File: src/rtl/icache.sv
// Direct-mapped instruction cache, one 32-bit word per frame.
// Hits return in the same cycle; misses stall in FETCH until the memory controller drops iwait.
module icache #(
  parameter int NFRAMES = 16
) (
  input  logic        CLK,
  input  logic        nRST,
  input  logic        imemREN,
  input  logic [31:0] imemaddr,
  input  logic        flush,
  output logic        ihit,
  output logic [31:0] imemload,
  output logic        iREN,
  output logic [31:0] iaddr,
  input  logic        iwait,
  input  logic [31:0] iload
);

  localparam int IW = $clog2(NFRAMES);
  localparam int TW = 30 - IW;

  typedef enum logic {
    IDLE  = 1'b0,
    FETCH = 1'b1
  } state_t;

  state_t             state_q, state_d;
  logic [29:0]        miss_addr_q, miss_addr_d;
  logic [NFRAMES-1:0] valid_q;
  logic [TW-1:0]      tag_q  [NFRAMES];
  logic [31:0]        data_q [NFRAMES];

  logic [IW-1:0] req_idx;
  logic [TW-1:0] req_tag;
  logic [IW-1:0] fill_idx;
  logic [TW-1:0] fill_tag;
  logic          lookup_hit;
  logic          fill_we;
  logic          unused_offset;

  assign req_idx       = imemaddr[2+IW-1:2];
  assign req_tag       = imemaddr[31:2+IW];
  assign fill_idx      = miss_addr_q[IW-1:0];
  assign fill_tag      = miss_addr_q[29:IW];
  assign lookup_hit    = valid_q[req_idx] && (tag_q[req_idx] == req_tag);
  assign unused_offset = ^imemaddr[1:0];

  always_comb begin
    state_d     = state_q;
    miss_addr_d = miss_addr_q;
    ihit        = 1'b0;
    imemload    = 32'h0;
    iREN        = 1'b0;
    iaddr       = 32'h0;
    fill_we     = 1'b0;
    case (state_q)
      IDLE: begin
        if (imemREN && !flush) begin
          if (lookup_hit) begin
            ihit     = 1'b1;
            imemload = data_q[req_idx];
          end else begin
            state_d     = FETCH;
            miss_addr_d = imemaddr[31:2];
          end
        end
      end
      FETCH: begin
        // The miss address is held for the whole fetch, whatever the datapath does meanwhile.
        iaddr = {miss_addr_q, 2'b00};
        iREN  = !flush;
        if (!iwait) begin
          fill_we = !flush;
          state_d = IDLE;
        end
      end
      default: state_d = IDLE;
    endcase
    if (flush) state_d = IDLE;
  end

  always_ff @(posedge CLK) begin
    if (!nRST) begin
      state_q     <= IDLE;
      miss_addr_q <= '0;
    end else begin
      state_q     <= state_d;
      miss_addr_q <= miss_addr_d;
    end
  end

  for (genvar gi = 0; gi < NFRAMES; gi++) begin : g_valid
    always_ff @(posedge CLK) begin
      if (!nRST || flush) begin
        valid_q[gi] <= 1'b0;
      end else if (fill_we && (fill_idx == IW'(gi))) begin
        valid_q[gi] <= 1'b1;
      end
    end
  end

  // Tag and data are qualified by valid_q, so they carry no reset.
  always_ff @(posedge CLK) begin
    if (nRST && fill_we) begin
      tag_q[fill_idx]  <= fill_tag;
      data_q[fill_idx] <= iload;
    end
  end

endmodule
File: config.mk
export PLATFORM = sky130hd
export DESIGN_NAME = icache
export DESIGN_NICKNAME = d
export VERILOG_FILES = /design/src/rtl/icache.sv
export SDC_FILE = /design/constraint.sdc
export NUM_CORES = 1
export LEC_CHECK = 0
export ABC_AREA = 1
export BUFFER_PORTS_ARGS = -buffer_cell sky130_fd_sc_hd__buf_2
export CAP_MARGIN = 20
export CORE_ASPECT_RATIO = 1.25
export CORE_MARGIN = 1.5
export CORE_UTILIZATION = 45
export CTS_BUF_LIST = sky130_fd_sc_hd__clkbuf_4 sky130_fd_sc_hd__clkbuf_8 sky130_fd_sc_hd__clkbuf_16
export CTS_CLUSTER_SIZE = 10
export DETAILED_ROUTE_END_ITERATION = 10
export SETUP_SLACK_MARGIN = 0.4
export SYNTH_ARGS = -nofsm -noshare
export SYNTH_HDL_FRONTEND = slang
export SYNTH_SLANG_ARGS = --single-unit
File: constraint.sdc
create_clock -name CLK -period 4.2 [get_ports CLK]
set_input_delay 0.84 -clock CLK [delete_from_list [all_inputs] [get_ports CLK]]
set_output_delay 0.84 -clock CLK [all_outputs]
set_load 0.02 [all_outputs]
==> results of run 1 <==
[cells in the mapped netlist]
| cell | count | area [um^2] |
|---|---|---|
| o31ai_1 | 6 | 45.0 |
| a21boi_0 | 1 | 7.51 |
| inv_2 | 3 | 11.3 |
| nand2_1 | 1014 | 3810 |
| buf_1 | 30 | 113 |
| a221oi_1 | 120 | 1050 |
| or2_0 | 1 | 6.26 |
| conb_1 | 1 | 3.75 |
| a31oi_1 | 4 | 25.0 |
| or2_2 | 3 | 18.8 |
| o211ai_1 | 7 | 52.6 |
| a32oi_1 | 2 | 17.5 |
| buf_2 | 62 | 310 |
| a21oi_2 | 13 | 114 |
| o21ai_1 | 3 | 15.0 |
| nor3_1 | 5 | 25.0 |
| nor2_1 | 168 | 631 |
| buf_4 | 10 | 75.1 |
| edfxtp_1 | 928 | 27900 |
| nand4_1 | 2 | 12.5 |
| inv_1 | 274 | 1030 |
| nand3_1 | 329 | 1650 |
| clkbuf_1 | 113 | 424 |
| a21oi_1 | 278 | 1390 |
| o21ai_0 | 79 | 395 |
| nand2_2 | 1 | 6.26 |
| buf_6 | 4 | 45.0 |
| dfxtp_1 | 47 | 941 |
[registers in the layout (all words and copies together), names as in the netlist]
| signal | flops |
|---|---|
| data_q | 512 |
| tag_q | 416 |
| miss_addr_q | 30 |
| valid_q | 16 |
| state_q | 1 |
[layer usage]
metal  GRT usage  vias to the layer above
met5           0                        -
met4      0.0728                       12
met3      0.0415                      198
met2       0.408                      970
met1       0.328                    13600
li1            -                    12700
[stage by stage]
step | std cells | area, um^2 | total power, W | hold WS, ps | utilization
floorplan | 3509 | 40100 | 0.0116 | 435 | -
global placement | 4795 | 43400 | 0.0122 | 442 | 0.491
detailed placement | 4795 | 43400 | 0.0122 | 449 | 0.491
CTS | 4967 | 47100 | 0.0208 | 431 | 0.532
global route | 4970 | 47200 | 0.0213 | 473 | 0.534
finish | 4970 | 47200 | 0.0207 | 456 | 0.534
[path summary, 6_finish.rpt]
check                             startpoint             end  slack (ps)  depth (start not counted)
worst min-delay path             valid_q[11]     valid_q[11]         460                          2
worst max-delay path             imemaddr[2]    imemload[17]        -120                         19
worst max register to register  tag_q[8][20]  miss_addr_q[9]        1310                         17
worst min register to register   valid_q[11]     valid_q[11]         460                          2
[power by group through the flow]
stage               clock (W)  sequential (W)  combinational, W
CTS                   0.00877          0.0108           0.00127
global placement            0          0.0110           0.00121
global route          0.00916          0.0108           0.00141
detailed placement          0          0.0110           0.00122
finish                0.00865          0.0108           0.00129
floorplan                   0          0.0109          0.000698
[worst max-delay path: cells and delay by family]
kind	cells	cell delay (ps)
compound gates	2	350
buf+inv	6	1070
simple gates	11	1160
[area by class of cell]
class	instances	share of cell area
Tap cell	1178	0.0313
Inverter	277	0.0228
Clock buffer	155	0.0659
Clock inverter	7	0.00133
Timing Repair Buffer	340	0.0655
Sequential cell	975	0.611
Multi-Input combinational cell	2038	0.202
[cell usage in the layout, fill, tap and decap left out, types with 35 or more instances in the layout]
cell type,netlist,final
nand2_1,1014,1011
edfxtp_1,928,928
nand3_1,329,318
inv_1,274,273
a21oi_1,278,270
buf_4,10,184
nor2_1,168,150
a221oi_1,120,120
clkbuf_16,0,113
buf_2,62,95
o21ai_0,79,78
dfxtp_1,47,46
clkbuf_4,0,44
buf_12,0,35
[timing repair]
item                       in CTS  in global routing
pin swaps                       1                  1
setup endpoints to repair      33                 33
gates cloned                    5                  2
resized for setup              74                  9
buffers inserted                5                  1
[cell families (layout without fill, tap and decap cells)]
logic type / count (synthesis) / after routing
buffers and inverters: 496 / 779
other: 1 / 2
AO/OA/AOI/OAI: 513 / 513
AND/OR/NAND/NOR: 1523 / 1523
flip-flops: 975 / 975
==> impl_metrics.env, run 1 <==
export IMPL_combPwrFrac=0.062
export IMPL_place_worst_setup_slack_ps=-289
export IMPL_cts_buffers=108
export IMPL_io_buffers=130
export IMPL_ant_nets=0
export IMPL_postSynthCellCount=3508
export IMPL_synth_avg_cell_area_um2=11.4
export IMPL_cp_max_fo=17
export IMPL_synth_compound_gate_area_share=0.0777
export IMPL_grt_pass1_wl_um=166000
export IMPL_hold_path_class="reg -> reg"
export IMPL_hold_viol_final=0
export IMPL_seqPwrFrac=0.520
export IMPL_holdBufCountCts=0
export IMPL_p_sw_frac=0.218
export IMPL_h_tree_depth=3
export IMPL_drive_gt1_frac=0.148
export IMPL_n_fill_cell=7503
export IMPL_detail_route_iter0_violations=2542
export IMPL_nets=3809
export IMPL_path_clk_slew_ps=50
export IMPL_seq_area_um2=28800
export IMPL_worst_slew_pin_slew_ps=1030
export IMPL_die_x_um=270
export IMPL_critPathCaptureType="primary output"
export IMPL_status="finished, violations left"
export IMPL_die_h_um=337
export IMPL_seq_area_frac_synth=0.719
export IMPL_io_pins=135
export IMPL_p_per_area_nw_per_um2=439
export IMPL_antenna_found_initial=8
export IMPL_rsz0062_at_grt="yes"
export IMPL_clk_latency_ps=680
export IMPL_multiInputGateArea_um2=9540
export IMPL_crit_path_top_delay_cell="bufbuf_16"
export IMPL_power_leakage_nw=18.1
export IMPL_core_rowCount=122
export IMPL_wl_met2_um=54100
export IMPL_wl_met3_um=7760
export IMPL_clock_fmax_ghz=0.231
export IMPL_ys_warn_count=0
export IMPL_dr_max_layer_used="met5"
export IMPL_drt_met1_wl_um=47000
export IMPL_drc_errors=0
export IMPL_synth_xor_area_frac=0
export IMPL_cp_common_cell="nand2_1"
export IMPL_fin_setup_tns_ps=-2600
export IMPL_core_um2=88400
export IMPL_hpwlAfterDp_um=60500
export IMPL_initial_core_util=0.454
export IMPL_routabilityCongestion=0.843
export IMPL_wl_per_cell_um=22.5
export IMPL_critPathMaxStageDelay_ps=290
export IMPL_grt_max_degree=95
export IMPL_required_ps=3360
export IMPL_synthAdderAreaFrac=0
export IMPL_first_pass_iters=6
export IMPL_muxShareOfSynthArea=0
export IMPL_grt_overflow=0
export IMPL_grt_pass1_vias=26300
export IMPL_netlist_area_um2=40100
export IMPL_routed_wl_um=112000
export IMPL_viasPerCell=5.53
export IMPL_setup_viol=31
export IMPL_fin_ws_ps=-123
export IMPL_critical_path_class="in -> out"
export IMPL_slew_viol_final=0
export IMPL_clockBufferDepth=3
export IMPL_p_int_w=0.0162
export IMPL_syn2layout_area_growth_pct=17.6
export IMPL_p_clk_frac=0.418
export IMPL_clock_sinks=975
export IMPL_peakVddDrop_uv=347
export IMPL_cap_violations=0
export IMPL_violations="setup timing"
export IMPL_synth_top_family_by_area="simple AND/OR/NAND/NOR gates"
export IMPL_p_switching_w=0.00451
export IMPL_vias=27500
export IMPL_post_route_min_period_ps=4320
export IMPL_synth_cell_types=28
export IMPL_die_area_um2=90900
export IMPL_cp_data_arrival_time_ps=3480
export IMPL_worstPathCellList="buf_16, inv_16, bufbuf_16, nand2_1, nand3_1, nand2_1, nand2_1, nand3_1, nand2_1, a21oi_2, nand2_1, nor2_1, nand3_1, nor2_4, nand2_2, buf_12, buf_8, a21oi_2, buf_4"
export IMPL_synth_seq_cells=975
export IMPL_skew_ps=26.3
export IMPL_cts_tree="yes"
export IMPL_fin_crit_sh=1.03
export IMPL_n_antenna_cell=0
export IMPL_synthSimpleGateAreaFrac=0.153
export IMPL_worst_setup_path_start_kind="input port"
export IMPL_track_usage=0.244
export IMPL_root_buffer="clkbuf_16"
export IMPL_max_slew_margin=0.310
Note: power is estimated with default switching activity, not from simulation.
==> inputs of run 2 (changes only) <==
--- a/constraint.sdc
+++ b/constraint.sdc
@@ -3,2 +3,2 @@
 set_output_delay 0.84 -clock CLK [all_outputs]
-set_load 0.02 [all_outputs]
+set_load 0.05 [all_outputs]
==> run 2 against run 1 <==
  * The flow now finishes without violations
  * Clock power grew 2.3%
  * First-iteration DRC count barely moved
  * Global-route usage down 0.28 points
  * Setup slack improved by 200 ps
  * Design area up 2.9%
  * Clock skew about the same
  * Largest power group unchanged
==> impl_metrics.env, run 2 (synthesis results as in run 1) <==
export IMPL_routed_wl_um=113000
export IMPL_wl_per_cell_um=22.6
export IMPL_hold_viol_final=0
export IMPL_regToRegStartpoint="state_q"
export IMPL_die_x_um=270
export IMPL_n_fill_cell=7323
export IMPL_h_tree_depth=3
export IMPL_io_pins=135
export IMPL_layout_commonest_cell="nand2_1"
export IMPL_grt_pass1_vias=26100
export IMPL_setup_viol=0
export IMPL_cts_buffers=109
export IMPL_worst_slew_pin_slew_ps=1040
export IMPL_skew_ps=26.1
export IMPL_worstPathCellList="clkbuf_16, buf_12, buf_12, buf_4, nand2_2, nand2_2, nand2_2, nand3_2, nand3_4, nand2_2, nand2_2, nand2_2, inv_2, nand2_2, nor2_1, nand3_1, nor2_4, nand2_4, buf_12, buf_12, a21oi_4, buf_12"
export IMPL_critical_path_class="in -> out"
export IMPL_cp_common_cell="nand2_2"
export IMPL_fin_area_um2=48500
export IMPL_core_um2=88400
export IMPL_path_clk_slew_ps=50
export IMPL_grt_pass1_wl_um=164000
export IMPL_viasPerCell=5.50
export IMPL_routabilityCongestion=0.847
export IMPL_fin_crit_sh=0.982
export IMPL_cap_violations=0
export IMPL_fin_hold_ws_ps=430
export IMPL_place_area_um2=43500
export IMPL_detail_route_iter0_violations=2540
export IMPL_grt_util_met3=0.0311
export IMPL_peakVddDrop_uv=338
export IMPL_holdBufCountCts=0
export IMPL_largest_reg_flops=512
export IMPL_root_buffer="clkbuf_16"
export IMPL_critPathCaptureType="primary output"
export IMPL_p_per_area_nw_per_um2=433
export IMPL_die_area_um2=90900
export IMPL_ant_nets=0
export IMPL_r2r_slack_ps=1400
export IMPL_syn2layout_area_growth_pct=21.1
export IMPL_vias=27600
export IMPL_clock_fmax_ghz=0.243
export IMPL_reg2reg_to="data_q[14][12]"
export IMPL_first_pass_iters=6
export IMPL_critPathMaxStageDelay_ps=200
export IMPL_cts_tree="yes"
export IMPL_regMostFlops="data_q"
export IMPL_required_ps=3360
export IMPL_core_rowCount=122
export IMPL_track_usage=0.241
export IMPL_final_cell_mix="983 x nand2_1, 928 x edfxtp_1, 272 x inv_1"
export IMPL_rsz0062_at_grt="yes"
export IMPL_multiInputGateArea_um2=10100
export IMPL_power_leakage_nw=18.5
export IMPL_hold_path_endpoint="state_q"
export IMPL_clockBufferDepth=3
export IMPL_worst_setup_path_start_kind="input port"
export IMPL_grt_overflow=0
export IMPL_hold_path_class="in -> reg"
export IMPL_clock_sinks=975
export IMPL_initial_core_util=0.454
export IMPL_busiest_layer="met2"
export IMPL_crit_path_top_delay_cell="nor2_4"
export IMPL_clk_latency_ps=690
export IMPL_largestRegisters="data_q x512, tag_q x416, miss_addr_q x30"
export IMPL_fin_setup_tns_ps=0
export IMPL_nets=3832
export IMPL_io_buffers=130
export IMPL_post_route_min_period_ps=4120
export IMPL_max_slew_margin=0.307
export IMPL_grt_max_degree=169
export IMPL_use_met2=0.410
export IMPL_drc_errors=0
export IMPL_cp_max_fo=6
export IMPL_slew_viol_final=0
export IMPL_hpwlAfterDp_um=59700
export IMPL_use_met1=0.322
export IMPL_antenna_found_initial=5
export IMPL_die_h_um=337
export IMPL_holdPathStages=3
export IMPL_drive_gt1_frac=0.183
export IMPL_cp_data_arrival_time_ps=3280
export IMPL_seq_area_um2=28800
export IMPL_status="completed"
export IMPL_r2r_worst_path_cells=7
export IMPL_min_delay_start="iwait"
[run 2: where the power goes]
group,total (W),switching (W),internal (W),leakage [nW]
registers,0.0108,0.0000821,0.0107,8.61
logic,0.00139,0.000909,0.000484,8.26
clock network,0.00885,0.00361,0.00524,1.68
[run 2: worst max path at each step]
stage | start | endpoint | slack (ps) | depth (start not counted)
6_report | imemaddr[2] | imemload[30] | 80 | 22
5_1_grt | imemaddr[2] | imemload[1] | -40 | 21
4_1_cts | imemaddr[2] | imemload[1] | 20 | 17
3_5_place_dp | imemaddr[2] | imemload[29] | -300 | 20
3_3_place_gp | imemaddr[2] | imemload[29] | -310 | 20
2_1_floorplan | imemaddr[2] | imemload[11] | 130 | 19
[run 2: timing repair]
item	4_1_cts	5_1_grt
endpoints found under the setup margin	33	33
pin swaps	1	49
gates resized for setup	111	172
cloned	3	17
setup buffers	5	14
[run 2: critical path, delay by kind of cell]
family	cells	cell delay (ps)
compound gates	1	160
buf+inv	8	1110
simple gates	13	1130
[run 2: final cells by class]
cell class,instances,share of cell area
repair inverters,3,0.000799
diodes,2,0.000103
clock inverters,8,0.00142
clock buffers,170,0.0667
multi-input cells,2038,0.207
well taps,1178,0.0304
flip-flops and latches,975,0.594
inverters,277,0.0225
repair buffers,359,0.0770
[run 2: through the flow]
stage | total power [W] | instances | setup slack, ps | util
floorplan | 0.0116 | 3509 | 131 | -
global placement | 0.0122 | 4791 | -315 | 0.492
detailed placement | 0.0122 | 4791 | -303 | 0.492
CTS | 0.0210 | 4977 | 23.6 | 0.536
global route | 0.0216 | 5008 | -38.1 | 0.549
finish | 0.0210 | 5010 | 76.8 | 0.549
[run 2: layer usage]
metal  routed length (um)  up-vias
met4                 2850        6
met5                   41        -
met1                46700    13600
met3                 7430      190
met2                56100     1042
li1                     -    12700
